[src/rtl/cc_rdata_serializer.sv]
// cc_rdata_serializer: returns 512-bit hit/miss lines as 8-beat 64-bit AXI read bursts in request order.
// Ports: clk, rst (async, active-high); hit flag FIFO (empty/rdata in, rden out);
// hit data FIFO {offset[5:0], line[511:0]} (empty/rdata in, rden out);
// refill line (valid/data/offset in, ready out); AXI R channel (rdata/rresp/rlast/rvalid out, rready in).
// Build option: CC_RDATA_CWF_EN enables critical-word-first (burst starts at offset[5:3], wraps mod 8).
module cc_rdata_serializer (
  input  logic         clk,
  input  logic         rst,
  input  logic         hit_flag_fifo_empty_i,
  input  logic         hit_flag_fifo_rdata_i,
  output logic         hit_flag_fifo_rden_o,
  input  logic         hit_data_fifo_empty_i,
  input  logic [517:0] hit_data_fifo_rdata_i,
  output logic         hit_data_fifo_rden_o,
  input  logic         miss_data_valid_i,
  input  logic [511:0] miss_data_i,
  input  logic [5:0]   miss_offset_i,
  output logic         miss_data_ready_o,
  output logic [63:0]  inct_rdata_o,
  output logic [1:0]   inct_rresp_o,
  output logic         inct_rlast_o,
  output logic         inct_rvalid_o,
  input  logic         inct_rready_i
);
  typedef enum logic [1:0] {IDLE, WAIT_DATA, SEND} state_t;
  state_t       state;
  logic         is_hit;
  logic [2:0]   ptr;
  logic [2:0]   cnt;
  logic [511:0] line;
  logic [511:0] ld_line;
  logic [5:0]   ld_off;
  logic [2:0]   start_ptr;
  logic         ld;
  logic         unused_ok;
  // pops are gated by rst so a queued entry is never consumed while reset is held
  assign hit_flag_fifo_rden_o = !rst && state == IDLE && !hit_flag_fifo_empty_i;
  assign hit_data_fifo_rden_o = !rst && state == WAIT_DATA && is_hit && !hit_data_fifo_empty_i;
  assign miss_data_ready_o    = !rst && state == WAIT_DATA && !is_hit;
  assign ld      = hit_data_fifo_rden_o || (miss_data_ready_o && miss_data_valid_i);
  assign ld_line = is_hit ? hit_data_fifo_rdata_i[511:0] : miss_data_i;
  assign ld_off  = is_hit ? hit_data_fifo_rdata_i[517:512] : miss_offset_i;
`ifdef CC_RDATA_CWF_EN
  assign start_ptr = ld_off[5:3];
  assign unused_ok = ^ld_off[2:0];
`else
  assign start_ptr = 3'd0;
  assign unused_ok = ^ld_off;
`endif
  assign inct_rvalid_o = state == SEND;
  assign inct_rdata_o  = inct_rvalid_o ? line[{ptr, 6'd0} +: 64] : 64'd0;
  assign inct_rlast_o  = inct_rvalid_o && cnt == 3'd7;
  assign inct_rresp_o  = 2'b00;
  always_ff @(posedge clk or posedge rst) begin
    if (rst) begin
      state  <= IDLE;
      is_hit <= 1'b0;
      ptr    <= 3'd0;
      cnt    <= 3'd0;
      line   <= '0;
    end else begin
      case (state)
        IDLE: if (hit_flag_fifo_rden_o) begin
          is_hit <= hit_flag_fifo_rdata_i;
          state  <= WAIT_DATA;
        end
        WAIT_DATA: if (ld) begin
          line  <= ld_line;
          ptr   <= start_ptr;
          cnt   <= 3'd0;
          state <= SEND;
        end
        SEND: if (inct_rready_i) begin
          ptr <= ptr + 3'd1;
          cnt <= cnt + 3'd1;
          state <= cnt == 3'd7 ? IDLE : SEND;
        end
        default: state <= IDLE;
      endcase
    end
  end
endmodule

[config.mk]
export PLATFORM = sky130hd
export DESIGN_NAME = cc_rdata_serializer
export DESIGN_NICKNAME = d
export VERILOG_FILES = /design/src/rtl/cc_rdata_serializer.sv
export SDC_FILE = /design/constraint.sdc
export NUM_CORES = 1
export LEC_CHECK = 0
export ABC_AREA = 1
export CORE_AREA = 2 2 430 432
export CTS_BUF_LIST = sky130_fd_sc_hd__clkbuf_8
export CTS_CLUSTER_SIZE = 40
export DETAILED_ROUTE_END_ITERATION = 10
export DIE_AREA = 0 0 432 434
export SLEW_MARGIN = 20
export SYNTH_ARGS = -nofsm -noshare
export SYNTH_HDL_FRONTEND = slang
export SYNTH_SLANG_ARGS = --single-unit
[constraint.sdc]
create_clock -name clk -period 25.5 [get_ports clk]
set_clock_uncertainty 0.2 [all_clocks]
set_input_delay 5.1 -clock clk [delete_from_list [all_inputs] [get_ports clk]]
set_output_delay 5.1 -clock clk [all_outputs]
set_load 0.005 [all_outputs]
Word level (Yosys, flattened, before mapping)
Index checks and enable logic that the tools add are counted.
{"block": "totals", "latch_bits": 0, "n_memories": 0, "input_bits": 1043, "reg_bits": 521, "output_inout_bits": 71, "ram_bits": 0, "rom_bits": 0}
{"block": "op_classes", "eq_ne": 6, "shifts": 1, "multipliers": 0, "n_reduce_logical": 19, "n_addsub": 2, "bitwise": 0, "mux": 12, "div_mod_pow": 0, "magnitude_cmp": 0}
{"cell": "$mux 512", "count": 1}
{"cell": "$shiftx 512x10->64", "count": 1}
{"cell": "$mux 64", "count": 1}
{"cell": "$pmux 3 s2", "count": 2}
{"cell": "$mux 3", "count": 3}
{"cell": "$logic_and 1x1->1", "count": 8}
{"cell": "$mux 2", "count": 4}
{"cell": "$add 3x1->3 const B", "count": 2}
{"cell": "$pmux 2 s3", "count": 1}
{"cell": "$reduce_and 3->1", "count": 2}
{"cell": "$logic_not 1->1", "count": 4}
{"cell": "$ne 2x2->1 const B", "count": 2}
{"cell": "$reduce_and 2->1", "count": 2}
{"cell": "$eq 3x3->1 const B", "count": 1}
{"cell": "$eq 2x1->1 const B", "count": 1}
{"cell": "$eq 2x2->1 const B", "count": 1}
{"cell": "$logic_not 2->1", "count": 1}
{"cell": "$ne 2x1->1 const B", "count": 1}
{"cell": "$reduce_bool 2->1", "count": 1}
{"cell": "$logic_or 1x1->1", "count": 1}

Longest topological paths before layout
Gate-level depths: netlist of the first run.
{"block": "logic_depth", "ltp_word": 7, "depth_mapped": 10}

Least setup slack after synthesis of the first run
No wires, ideal clock.
{"block": "synth_timing", "path_kind": "input port to flip-flop", "from": "input rst", "to": "register line[279]", "arrival_time_ns": 17.802, "path_slack_ns": 7.367, "required_time_ns": 25.170, "cell_stages": 6, "setup_ns": 0.130, "path_cell_list": "inv_1 nand4_4 nand2_2 buf_4 clkbuf_1 o21ai_1"}
{"block": "synth_between", "elab_chain_cells": 6}
{"item": "start, declared", "line_no": "8", "text": "input logic rst,"}
{"item": "$logic_not 1->1 (no source line) (*)"}
{"item": "$logic_and 1x1->1 (*)", "line_no": "38, 39"}
{"item": "$logic_and 1x1->1 (on tied branches)", "line_no": "38, 39"}
{"item": "$logic_and 1x1->1 (on tied branches)", "line_no": "38, 40"}
{"item": "$logic_or 1x1->1 (*)", "line_no": "40", "text": "assign ld = hit_data_fifo_rden_o || (miss_data_ready_o && miss_data_valid_i);"}
{"item": "$reduce_and 2->1 (no source line) (*)"}
{"item": "end signal, assigned", "line_no": "68", "text": "line <= ld_line;"}
{"item": "end, declared", "line_no": "30", "text": "logic [511:0] line;"}
Mark *: on every way between the ends. The rest lies on a longest branch, timed or not.
A chain may end at the register's enable or synchronous reset.

Worst setup path after layout of the first run
{"block": "layout_timing", "from": "input rst", "to": "output miss_data_ready_o"}
{"block": "layout_between", "elab_chain_cells": 3}
{"item": "$logic_not 1->1 (no source line)"}
{"item": "$logic_and 1x1->1 (2 in a row)", "line_no": "39", "text": "assign miss_data_ready_o = !rst && state == WAIT_DATA && !is_hit;"}
{"item": "end, declared", "line_no": "18", "text": "output logic miss_data_ready_o,"}
Every way passes these cells.

==> qor.csv, run 1 <==
stage;metric;value;unit
cells_and_area;nFillCells;20300;
worst_setup_path;arrival;7.17;ns
clock_network;htree_num_levels;3;
drt;vias_per_cell;4.19;
timing;relSlewSlack;24.5;%
place;place_ws;12.98;ns
drt;detailedRoute.firstIterationViolations;2897;
job;drv_cap;0;
drt;wl_per_cell;20.8;microns
die;ios;1114;
worst_setup_path;r2r-end;line[201];
drt;ant_nets;0;
die;dieArea;187000;sq um
logic_synthesis;yosysWarnings;0;
global_routing;grt_usage;18.0;%
drt;finalWirelength;177;mm
global_routing;grt_max_degree;202;
die;initial_core_util;17.4;%
logic_synthesis;yosysUniqueCellTypes;25;
worst_hold_path;hold_class;reg2reg;
worst_setup_path;worstPathMaxFanout;4;
logic_synthesis;syn_area_per_cell;6.25;sq um
timing;setup_tns;0;ns
worst_setup_path;path_cells;clkdlybuf4s50_1, nor3_1, clkdlybuf4s50_1;
worst_setup_path;slowest_delay;0.72;ns
cells_and_area;area_growth;47.3;%
clock_network;cts_buffer_depth;3;
timing;finalHoldViolCount;0;
worst_setup_path;rrSetupSlack;18.92;ns
global_routing;grt_pass1_vias;33800;
power;power_density;112;nW/um^2
timing;slew_viol_final;0;
clock_network;clk_pin_slew;0.06;ns
worst_setup_path;criticalPathCategory;in2out;
clock_network;cts_hold_buf;0;
die;die_h;434;microns
worst_setup_path;crit-reg2reg-launch;is_hit;
global_routing;grt-ovfl-total;0;
logic_synthesis;postSynthCellCount;5078;
logic_synthesis;syn_area;31800;sq um
timing;period_share;48.9;%
timing;rsz0062_at_grt;no;
worst_setup_path;crit_path_frequent_cell;clkdlybuf4s50_1;
timing;hold_ws;0.313;ns
worst_hold_path;min_path_cells;2;
timing;worstMarginPinSlew;1.13;ns
logic_synthesis;yosys_register_bits;521;
logic_synthesis;ys_seq_area_share;41.1;%
die;core_area;182000;sq um
die;row_count;157;
clock_network;clock_sink_count;521;
timing;final.min_clock_period;12.47;ns
clock_network;cts_tree;built;
drt;dr.pass1.iters;6;
clock_network;cts_setup_buffers;0;
worst_setup_path;endpoint_kind;primary output;
place;dpl.hpwl;138;mm
clock_network;cts-root-buf;clkbuf_8;
drt;dr_total_vias;35600;
cells_and_area;layout-drive-gt1-share;3.57;%
power;p_leak;0.0228;uW
timing;finalSetupViolCount;0;
worst_setup_path;rr_worst_depth;11;
status;status;finished, final reports clean;
worst_setup_path;critPathRequiredTime;20.20;ns
power;total_power;5220;uW
clock_network;clock_latency;0.83;ns
worst_hold_path;min_from;line[99];
worst_setup_path;cpMaxStageDelayCell;clkdlybuf4s50_1;
timing;fmax;80.2;MHz
global_routing;grt_first_pass_wirelength;242;mm
cells_and_area;fin_util;25.6;%
place;port_buffers;1099;
worst_hold_path;min_to;line[99];
clock_network;cts_made_buffers;105;
worst_setup_path;startpoint_type;primary input;
clock_network;ctsResizeCount;0;
power;ir_worst_vdd;0.0812;mV
cells_and_area;nets;7038;
drt;drc;0;
global_routing;antenna_found_initial;100;
place;gp_congestion;0.945;
die;fp.dieW;432;microns
timing;worst_slack;13.03;ns
[layout by cell type, fill, tap and decap left out, types with 2 or more instances in the layout]
cell type / netlist / layout
nand4_1: 6 / 6
inv_1: 524 / 550
o21ai_1: 398 / 398
bufinv_16: 0 / 6
buf_12: 0 / 3
clkbuf_8: 0 / 132
dfrtp_1: 521 / 517
o21ai_0: 115 / 115
dfrtp_4: 0 / 4
diode_2: 0 / 35
inv_6: 0 / 4
conb_1: 1 / 2
clkdlybuf4s50_1: 0 / 1099
buf_4: 4 / 39
ha_1: 3 / 3
nor2_1: 136 / 135
inv_8: 0 / 5
nand3_1: 322 / 322
clkinv_2: 0 / 16
nand2_1: 2707 / 2707
[state kept, by name, indices dropped and copies added, names as in the netlist]
signal and flops:
cnt 3, is_hit 1, ptr 3, state 2, line 512
[metal layers]
metal  routed length, microns  GRT usage, %
met1                    72400          22.6
met3                    15700          5.52
met2                    81000          28.5
met4                     7290          7.81
met5                      433             0
[cell usage after synthesis, drive strengths merged]
library cell / instances / area share [%]
xor2: 1 / 0.028
buf: 176 / 3.6
inv: 525 / 6.2
a21oi: 1 / 0.016
nand2: 2709 / 32
clkinv: 1 / 0.012
nor3: 1 / 0.016
clkbuf: 159 / 1.9
nand3: 322 / 5.1
dfrtp: 521 / 41
conb: 1 / 0.012
o21ai: 513 / 8.1
ha: 3 / 0.12
nor2: 137 / 1.6
or2: 1 / 0.020
nand4: 7 / 0.19
[power by group]
group / internal, uW / switching, uW / leakage [uW]
registers: 1250 / 150 / 0.00623
logic: 907 / 1960 / 0.0153
clock network: 528 / 420 / 0.00128
[final cells by class]
cell class / count / area [sq um] / share of cell area, %
Clock buffer: 132 / 1820 / 3.89
Tap cell: 2385 / 2980 / 6.38
Sequential cell: 521 / 13100 / 27.9
Inverter: 526 / 2000 / 4.28
Antenna cell: 35 / 87.6 / 0.187
Clock inverter: 57 / 439 / 0.939
Multi-Input combinational cell: 3697 / 15000 / 32.1
Timing Repair Buffer: 1141 / 11400 / 24.3
[worst max-delay path, delay by kind of cell]
kind | cells | cell delay, ns
buf+inv | 2 | 1.37
simple gates | 1 | 0.70
[cells by family (layout without fill, tap and decap cells)]
logic type / after synthesis / count (layout) / synth area share (%)
buffers and inverters: 861 / 1856 / 11.7
flip-flops: 521 / 521 / 41.1
adder cells (fa/ha/maj): 3 / 3 / 0.118
AND/OR/NAND/NOR: 3177 / 3177 / 39.0
other: 1 / 37 / 0.0118
XOR/XNOR: 1 / 1 / 0.0276
AO/OA/AOI/OAI: 514 / 514 / 8.10
[worst max-delay path by stage]
| stage | cells past startpoint | start | endpoint |
|---|---|---|---|
| 2_1_floorplan | 1 | rst | cnt[0] |
| 3_3_place_gp | 3 | rst | miss_data_ready_o |
| 3_5_place_dp | 3 | rst | miss_data_ready_o |
| 4_1_cts | 3 | rst | miss_data_ready_o |
| 5_1_grt | 3 | rst | miss_data_ready_o |
| 6_report | 3 | rst | miss_data_ready_o |
[through the flow]
step / cell area (sq um) / std cells
after floorplan: 31800 / 5079
after global placement: 44400 / 8270
after detailed placement: 44400 / 8270
after CTS: 46700 / 8459
after global routing: 46700 / 8485
final: 46800 / 8494
Note: power is estimated with default switching activity, not from simulation.
==> run 2: changes to the inputs <==
- clock period: 25.5 -> 11.7 ns (I/O delays scaled with it)
==> run 2 against run 1 <==
First-iteration DRC count down 8.8%. Wire length up 1.1%. Register-to-register slack worse by 12 ns. Hold slack worse by 0.00093 ns. Clock-buffer cell count up 1. Non-clock buffer count unchanged. Sequential power up 120%. Global-route usage up 0.29 points. Utilization about the same. Combinational power up 120%. Total power up 120%. Clock power up 130%. Largest cell class unchanged.
==> qor.csv, run 2 (synthesis results as in run 1) <==
stage;metric;value;unit;change
status;status;finished, final reports clean;;
die;ios;1114;;unchanged
power;ir_worst_vdd;0.147;mV;+81%
timing;worstMarginPinSlew;1.22;ns;+0.0864 ns
worst_setup_path;path_cells;buf_4, buf_12, nand2_1, nand3_1, nand2_1, nor2_1, nor2_1, clkdlybuf4s50_1;;
worst_setup_path;endpoint_kind;primary output;;
cells_and_area;regMostFlops;line;;
cells_and_area;layout_commonest_cell;nand2_1;;
drt;ant_nets;0;;unchanged
drt;dr_total_vias;35200;;-1.3%
worst_setup_path;rrSetupSlack;7.08;ns;-11.84 ns
die;initial_core_util;17.4;%;unchanged
worst_setup_path;criticalPathCategory;reg2out;;
global_routing;grt_first_pass_wirelength;244;mm;+1.1%
die;row_count;157;;unchanged
clock_network;cts_setup_buffers;0;;unchanged
timing;finalHoldViolCount;0;;unchanged
worst_setup_path;arrival;4.54;ns;-2.63 ns
global_routing;grt_usage;18.3;%;+0.29 points
drt;drc;0;;unchanged
global_routing;grt-ovfl-total;0;;unchanged
clock_network;clk_pin_slew;0.05;ns;about the same
place;dpl.hpwl;138;mm;-0.21%
clock_network;htree_num_levels;3;;unchanged
timing;rsz0062_at_grt;no;;
place;gp_congestion;0.918;;-2.9%
worst_setup_path;startpoint_type;register;;
worst_hold_path;hold_class;reg2reg;;
clock_network;ctsResizeCount;0;;unchanged
place;port_buffers;1099;;unchanged
worst_setup_path;slowest_delay;0.74;ns;+0.02 ns
cells_and_area;instances_no_fill;8485;;-0.11%
clock_network;cts_tree;built;;
timing;hold_ws;0.312;ns;-0.000925 ns
cells_and_area;nets;7039;;+0.014%
die;dieArea;187000;sq um;unchanged
clock_network;cts_buffer_depth;3;;unchanged
cells_and_area;largest_registers;line x512, cnt x3, ptr x3;;
worst_setup_path;cpMaxStageDelayCell;dfrtp_4;;
die;die_h;434;microns;unchanged
die;core_area;182000;sq um;unchanged
global_routing;antenna_found_initial;87;;-13%
timing;fmax;141;MHz;
worst_setup_path;critPathRequiredTime;9.16;ns;-11.04 ns
cells_and_area;area_growth;47.4;%;
power;p_leak;0.0228;uW;about the same
timing;slew_viol_final;0;;unchanged
drt;vias_per_cell;4.14;;-1.2%
global_routing;grt_pass1_vias;34100;;+0.86%
timing;final.min_clock_period;7.08;ns;
place;place_inst;8270;;unchanged
cells_and_area;nFillCells;20500;;+0.60%
drt;finalWirelength;179;mm;+1.1%
cells_and_area;layout-drive-gt1-share;3.67;%;+0.098 points
power;power_density;244;nW/um^2;+120%
timing;relSlewSlack;18.7;%;-5.8 points
die;fp.dieW;432;microns;unchanged
clock_network;cts_hold_buf;0;;unchanged
cells_and_area;final_cell_mix;nand2_1, clkdlybuf4s50_1, inv_1;;
drt;wl_per_cell;21.1;microns;+1.2%
cells_and_area;largest_register_ffs;512;;unchanged
job;drv_cap;0;;unchanged
drt;dr.pass1.iters;5;;-1
clock_network;clock_sink_count;521;;unchanged
clock_network;cts_made_buffers;106;;+0.95%
global_routing;grt_max_degree;237;;+17%
drt;detailedRoute.firstIterationViolations;2641;;-8.8%
timing;period_share;60.6;%;
worst_setup_path;worstPathMaxFanout;121;;+117
clock_network;clock_latency;0.84;ns;about the same
timing;finalSetupViolCount;0;;unchanged
clock_network;cts-root-buf;clkbuf_8;;
run 2: path summary, 6_finish.rpt:
check,cells past startpoint,start,to
max,8,ptr[0],inct_rdata_o[36]
min,2,line[44],line[44]
max reg2reg,7,is_hit,line[231]
min reg2reg,2,line[44],line[44]
max in group asynchronous,5,rst,line[32]
min in group asynchronous,2,rst,line[511]
run 2: area by class of cell:
| type | count | area, sq um | area share, % |
|---|---|---|---|
| Antenna cell | 24 | 60.1 | 0.128 |
| Inverter | 526 | 2000 | 4.27 |
| Sequential cell | 521 | 13100 | 27.9 |
| Clock buffer | 133 | 1830 | 3.91 |
| Timing Repair Buffer | 1141 | 11400 | 24.3 |
| Tap cell | 2385 | 2980 | 6.37 |
| Clock inverter | 58 | 495 | 1.06 |
| Multi-Input combinational cell | 3697 | 15000 | 32.1 |
run 2: report_power, final:
| group | leakage, uW | internal (uW) | switching, uW |
|---|---|---|---|
| Combinational | 0.0153 | 1980 | 4260 |
| Clock | 0.00128 | 1190 | 956 |
| Sequential | 0.00623 | 2720 | 321 |
run 2: metrics by stage:
stage	utilization, %	power (uW)	TNS (ns)	cell area (sq um)	setup slack [ns]
global route	25.6	12400	0	46800	4.43
detailed placement	24.3	9370	0	44400	4.96
global placement	24.3	9310	0	44400	4.96
finish	25.7	11400	0	46800	4.62
CTS	25.6	11600	0	46700	4.45
floorplan	-	6540	-238.46	31800	-0.492
run 2: routing by layer:
layer | wire [microns] | vias up | track usage, %
li1 | - | 17200 | -
met1 | 75700 | 16400 | 23.3
met2 | 81600 | 1218 | 29.1
met3 | 13200 | 279 | 4.60
met4 | 7980 | 54 | 8.45
met5 | 339 | - | 0
run 2: critical path, delay by kind of cell (launching register included):
family	cells	cell delay (ns)
buf+inv	3	1.69
flops	1	0.74
simple gates	5	1.09
